[config.mk]
export PLATFORM = sky130hd
export DESIGN_NAME = snake_matrix_renderer
export DESIGN_NICKNAME = d
export VERILOG_FILES = /design/src/rtl/snake_matrix_renderer.sv
export SDC_FILE = /design/constraint.sdc
export NUM_CORES = 1
export LEC_CHECK = 0
export BUFFER_PORTS_ARGS = -buffer_cell sky130_fd_sc_hd__buf_4
export CAP_MARGIN = 20
export CORE_UTILIZATION = 35
export CTS_BUF_LIST = sky130_fd_sc_hd__clkbuf_2
export DETAILED_ROUTE_END_ITERATION = 10
export GPL_TIMING_DRIVEN = 0
export PLACE_DENSITY = 0.63
export SLEW_MARGIN = 40
export SYNTH_ARGS = -nofsm -noshare
export SYNTH_HDL_FRONTEND = slang
export SYNTH_SLANG_ARGS = --single-unit
[constraint.sdc]
create_clock -name i_clk -period 2.5 [get_ports i_clk]
set_clock_uncertainty 0.05 [all_clocks]
set_input_delay 0.125 -clock i_clk [delete_from_list [all_inputs] [get_ports i_clk]]
set_output_delay 0.125 -clock i_clk [all_outputs]
set_load 0.01 [all_outputs]
[src/rtl/snake_matrix_renderer.sv]
// Builds an 8x8 snake/apple bitmap from the body RAM and swaps it into a display
// buffer that a free-running row scanner multiplexes onto the LED matrix.
module snake_matrix_renderer #(
  parameter int SCAN_DIV = 1000,
  parameter int POS_W    = 6
) (
  input  logic             i_clk,
  input  logic             i_rst_n,
  input  logic             i_frame_req,
  input  logic [POS_W-1:0] i_snake_size,
  input  logic [POS_W-1:0] i_apple_pos,
  input  logic             i_show_apple,
  output logic             o_rd_en,
  output logic [POS_W-1:0] o_rd_addr,
  input  logic [POS_W-1:0] i_rd_data,
  output logic             o_busy,
  output logic             o_frame_done,
  output logic             o_overlap,
  output logic [7:0]       o_row_sel,
  output logic [7:0]       o_col_data
);

  // state   | meaning
  // S_IDLE  | waiting for i_frame_req, inputs latched on acceptance
  // S_CLEAR | shadow and overlap cleared, index reset
  // S_FETCH | one RAM read per cycle, returned data ORed into shadow
  // S_DRAIN | capture data for the last address
  // S_APPLE | optionally OR the apple into shadow
  // S_SWAP  | shadow copied to display, frame_done pulse
  typedef enum logic [2:0] {
    S_IDLE, S_CLEAR, S_FETCH, S_DRAIN, S_APPLE, S_SWAP
  } state_t;

  localparam int CELLS = 1 << POS_W;
  localparam int DIV_W = (SCAN_DIV > 2) ? $clog2(SCAN_DIV) : 1;

  state_t             r_state, w_state_nxt;
  logic [POS_W-1:0]   r_size, r_apple, r_idx;
  logic               r_show, r_rd_vld, r_overlap;
  logic [CELLS-1:0]   r_shadow, r_display;
  logic [DIV_W-1:0]   r_div;
  logic [2:0]         r_row;
  logic [7:0]         r_row_sel, r_col_data;

  logic               w_rd_en, w_last, w_div_tc;
  logic [2:0]         w_row_nxt;

  assign w_rd_en = (r_state == S_FETCH);
  assign w_last  = (r_idx == (r_size - POS_W'(1)));

  always_ff @(posedge i_clk or negedge i_rst_n) begin
    if (!i_rst_n) r_state <= S_IDLE;
    else          r_state <= w_state_nxt;
  end

  always_comb begin
    w_state_nxt = r_state;
    case (r_state)
      S_IDLE:  if (i_frame_req) w_state_nxt = S_CLEAR;
      S_CLEAR: w_state_nxt = (r_size != '0) ? S_FETCH : S_APPLE;
      S_FETCH: if (w_last) w_state_nxt = S_DRAIN;
      S_DRAIN: w_state_nxt = S_APPLE;
      S_APPLE: w_state_nxt = S_SWAP;
      S_SWAP:  w_state_nxt = S_IDLE;
      default: w_state_nxt = S_IDLE;
    endcase
  end

  // RAM data lags the read strobe by one cycle, so r_rd_vld marks when to merge it.
  always_ff @(posedge i_clk or negedge i_rst_n) begin
    if (!i_rst_n) begin
      r_size    <= '0;
      r_apple   <= '0;
      r_show    <= 1'b0;
      r_idx     <= '0;
      r_rd_vld  <= 1'b0;
      r_overlap <= 1'b0;
      r_shadow  <= '0;
      r_display <= '0;
    end else begin
      r_rd_vld <= w_rd_en;
      case (r_state)
        S_IDLE: begin
          if (i_frame_req) begin
            r_size  <= i_snake_size;
            r_apple <= i_apple_pos;
            r_show  <= i_show_apple;
          end
        end
        S_CLEAR: begin
          r_shadow  <= '0;
          r_overlap <= 1'b0;
          r_idx     <= '0;
        end
        S_FETCH: r_idx <= r_idx + POS_W'(1);
        default: ;
      endcase
      if (r_rd_vld) begin
        r_shadow[i_rd_data] <= 1'b1;
        if (r_shadow[i_rd_data]) r_overlap <= 1'b1;
      end
      if (r_state == S_APPLE && r_show) r_shadow[r_apple] <= 1'b1;
      if (r_state == S_SWAP) r_display <= r_shadow;
    end
  end

  assign w_div_tc  = (r_div == DIV_W'(SCAN_DIV - 1));
  assign w_row_nxt = w_div_tc ? r_row + 3'd1 : r_row;

  // col_data reloads every clock so a swap shows up without waiting for the row to change.
  always_ff @(posedge i_clk or negedge i_rst_n) begin
    if (!i_rst_n) begin
      r_div      <= '0;
      r_row      <= '0;
      r_row_sel  <= 8'b0000_0001;
      r_col_data <= '0;
    end else begin
      r_div      <= w_div_tc ? '0 : r_div + DIV_W'(1);
      r_row      <= w_row_nxt;
      r_row_sel  <= 8'b0000_0001 << w_row_nxt;
      r_col_data <= r_display[{w_row_nxt, 3'b000} +: 8];
    end
  end

  assign o_rd_en      = w_rd_en;
  assign o_rd_addr    = r_idx;
  assign o_busy       = (r_state != S_IDLE);
  assign o_frame_done = (r_state == S_SWAP);
  assign o_overlap    = r_overlap;
  assign o_row_sel    = r_row_sel;
  assign o_col_data   = r_col_data;

endmodule
==> summary.md <==
| Metric | Value |
|---|---|
| Most common cell in the netlist | `dfrtp_1` |
| Area Overhead vs Synth | `16.7%` |
| CP Capture Type | `register` |
| Asr flop ratio synth | `100%` |
| Synth unique cells | `51` |
| Met3 Usage GRT | `3.36%` |
| VDD IR max | `469 uV` |
| PwrDens | `816 nW/um2` |
| Fin. Hold Viols | `0` |
| Clock slew at reported path FFs | `0.27 ns` |
| Worst path arrival time | `2.99 ns` |
| Row cnt | `58` |
| Root Driver | `clkbuf_2` |
| DRT antenna net count | `0` |
| Final Non-Filler Cells | `1,235` |
| RD Place Congestion | `0.907` |
| Post-synthesis sequential area ratio | `50.1%` |
| RSZ-0062 raised after global routing | `false` |
| Max FO, Critical Path | `10` |
| Post-synth top area share | `49.8%` |
| Most instantiated cells after synthesis | `dfrtp_1, mux2_2, nand2_1, mux2i_1, a22oi_1` |
| Initial antenna violation count | `1` |
| Final instance area | `10,600 um2` |
| Relative slew slack | `48.8%` |
| Met1 Track Usage GR | `27.9%` |
| Delay-heaviest family, CP | `buffers and inverters` |
| Post-route setup slack | `0.111 ns` |
| Clock Sinks | `181` |
| Fmax | `419 MHz` |
| Hold Crit Class | `in -> reg` |
| GRT busiest layer | `met2` |
| Routed WL | `25,900 um` |
| # IOs | `48` |
| Post-synth top area cell | `dfrtp_1` |
| Syn Nets | `806` |
| Fin Setup TNS | `0 ns` |
| Lkg Pwr | `4.47 nW` |
| Clock Latency Late Sink | `0.79 ns` |
| Core area | `25,300 um2` |
| Post-route total power | `8.61 mW` |
| Layout cells sized above 1 | `24.0%` |
| Clock tree buffer depth | `2` |
| Post-route minimum period | `2.39 ns` |
| Vias in the first global route | `6,807` |
| Worst slew pin tran | `0.762 ns` |
| Final Max Slew Viols | `0` |
| Nets | `918` |
| M2 GR Usage | `31.5%` |
| CP cell instances | `ha_1 > clkbuf_1 > buf_2 > mux4_2 > a211oi_1 > a21oi_1` |
| Placed cell area | `9870 um2` |
| Syn. warnings | `0` |
| CTS tree | `built` |
| Total track usage | `20.2%` |
| Cells after Synth | `780` |
| Status | `finished, final reports clean` |
| Vias/cell | `5.61` |
| DRC viols | `0` |
| Die Height | `163 um` |
| Placed Cells | `1,157` |
| Synth Cell Area | `9050 um2` |
| CP required | `3.11 ns` |
| Port Buffers | `45` |
| Die Area | `26,500 um2` |
| DR vias | `6,925` |
| Avg WL per Cell | `20.9 um` |
| H-tree Lvls | `4` |
| Grt ovf | `0` |
| Max_cap viols | `0` |
| Period utilization | `95.5%` |
| Setup WS pre-CTS | `-0.263 ns` |
| Largest net degree at the start of global routing | `71` |
| Final HPWL from detailed placement | `18,700 um` |
| Die width | `163 um` |
| CTS Buf Count | `17` |
| Crit Path Class | `reg -> reg` |
| Max incr delay on CP | `0.45 ns` |
| Synth area leaders | `dfrtp_1, mux2_2, mux2i_1, mux4_2, a22oi_1` |
| Worst setup SP type | `register` |
| Most used DFF post-synth | `dfrtp_1` |
| FF+latch count, synth | `181` |
| Syn avg cell area | `11.6 um2` |
| Pre-antenna DRT Iters | `6` |
| Final setup vio count | `0` |
| Post-synth EDFFs | `0` |
| First-pass GRT wire length | `39,800 um` |
| Crit path buf inv count | `2` |
| Master of the slowest instance on the critical path | `dfrtp_1` |
| Initial core utilization | `35.8%` |
| Detailed Route Iter0 Violations | `548` |
==> cell type report <==
| type | instances | area, um2 |
|---|---|---|
| fill | 2403 | 14700 |
| sequential | 181 | 4530 |
| multi-input combinational | 531 | 4240 |
| timing repair buffer | 94 | 878 |
| tap | 330 | 413 |
| buffer | 56 | 259 |
| clock buffer | 21 | 105 |
| clock inverter | 10 | 85.1 |
| inverter | 11 | 41.3 |
| antenna | 1 | 2.50 |
==> cell usage in the layout, fill, tap and decap left out, types with 3 or more instances in the layout <==
cell | Yosys | final
or3b_2 | 3 | 3
o221ai_1 | 34 | 34
o21a_1 | 3 | 3
nand2b_1 | 3 | 3
clkbuf_1 | 36 | 33
and3_1 | 6 | 6
a21oi_1 | 5 | 5
a22oi_1 | 51 | 51
ha_1 | 4 | 3
nand2_1 | 67 | 67
clkbuf_2 | 0 | 24
nand4_1 | 4 | 4
buf_4 | 0 | 48
o21ai_0 | 47 | 47
o31ai_1 | 3 | 3
inv_1 | 9 | 9
nor2b_1 | 13 | 13
nand3b_1 | 5 | 5
clkinvlp_4 | 0 | 3
dlygate4sd3_1 | 0 | 42
a221oi_1 | 5 | 5
nor3_1 | 7 | 6
buf_6 | 3 | 3
a211oi_1 | 7 | 7
xor2_1 | 7 | 6
buf_2 | 14 | 15
or3_1 | 3 | 3
mux2i_1 | 58 | 58
xnor2_1 | 9 | 9
buf_16 | 0 | 3
a31oi_1 | 6 | 6
mux4_2 | 19 | 19
dfrtp_1 | 180 | 180
nor2_1 | 35 | 34
nand3_1 | 22 | 22
mux2_2 | 79 | 79
clkinv_1 | 0 | 4
==> power by group <==
part / internal (mW) / leakage [nW] / switching (mW)
Sequential: 3.70 / 2.46 / 0.772
Combinational: 1.44 / 1.90 / 1.35
Clock: 0.357 / 0.116 / 0.994
Total: 5.49 / 4.47 / 3.12
==> worst register-to-register path: cells and delay by family (launching register included) <==
kind | cells | cell delay [ns]
compound gates | 2 | 0.41
fa+ha+maj | 1 | 0.27
buf+inv | 2 | 0.69
flops | 1 | 0.45
mux | 1 | 0.37
==> through the flow <==
step / hold WS [ns] / util, %
global route: 0.0000318 / 41.8
floorplan: -0.221 / -
global placement: 0.279 / 38.8
finish: 0.0723 / 41.8
CTS: 0.00797 / 41.7
detailed placement: 0.0165 / 39.1
==> metal layers <==
layer,up-vias,wire length [um],part of all wire (%)
li1,3144,-,-
met1,3500,11700,45
met2,239,12000,46
met3,42,1450,5.6
met4,0,713,2.8
met5,-,0,0
==> kinds of logic (layout without fill, tap and decap cells) <==
| kind of cell | after synthesis | after routing | synth area share (%) |
|---|---|---|---|
| and+or+nand+nor | 183 | 183 | 10.1 |
| xor gates and xnor gates | 16 | 16 | 1.55 |
| other | 0 | 1 | 0 |
| DFF | 181 | 181 | 50.1 |
| buffers and inverters | 68 | 192 | 3.26 |
| adders and majority gates | 4 | 4 | 0.553 |
| muxes | 156 | 156 | 21.0 |
| AOI/OAI and AO/OA | 172 | 172 | 13.4 |
==> path summary, 6_finish.rpt <==
| path | endpoint | depth (start not counted) | slack (ns) | start |
|---|---|---|---|---|
| max | o_col_data[4]$_DFF_PN0_ | 6 | 0.11 | r_row[0]$_DFF_PN0_ |
| min | r_size[2]$_DFFE_PN0P_ | 3 | 0.07 | i_snake_size[2] |
| max reg2reg | o_col_data[4]$_DFF_PN0_ | 6 | 0.11 | r_row[0]$_DFF_PN0_ |
| min reg2reg | r_state[0]$_DFFE_PN0P_ | 1 | 0.48 | r_state[0]$_DFFE_PN0P_ |
| max in group asynchronous | o_rd_addr[3]$_DFFE_PN0P_ | 4 | 1.64 | i_rst_n |
| min in group asynchronous | o_row_sel[0]$_DFF_PN1_ | 3 | 0.37 | i_rst_n |
==> registers in the layout, indices dropped and copies added, names as in the netlist <==
name / count
o_col_data: 8
o_overlap: 1
o_rd_addr: 6
o_row_sel: 8
r_apple: 6
r_display: 64
r_div: 10
r_rd_vld: 1
r_row: 3
r_shadow: 64
r_show: 1
r_size: 6
r_state: 3
==> repair_timing <==
action,4_1_cts,5_1_grt
setup buffers,2,2
pin swaps,1,0
hold buffers,43,0
gates resized for setup,2,9
setup endpoints to repair,13,31
endpoints found under the hold margin,221,0
Power figures use the tool's default switching activity.
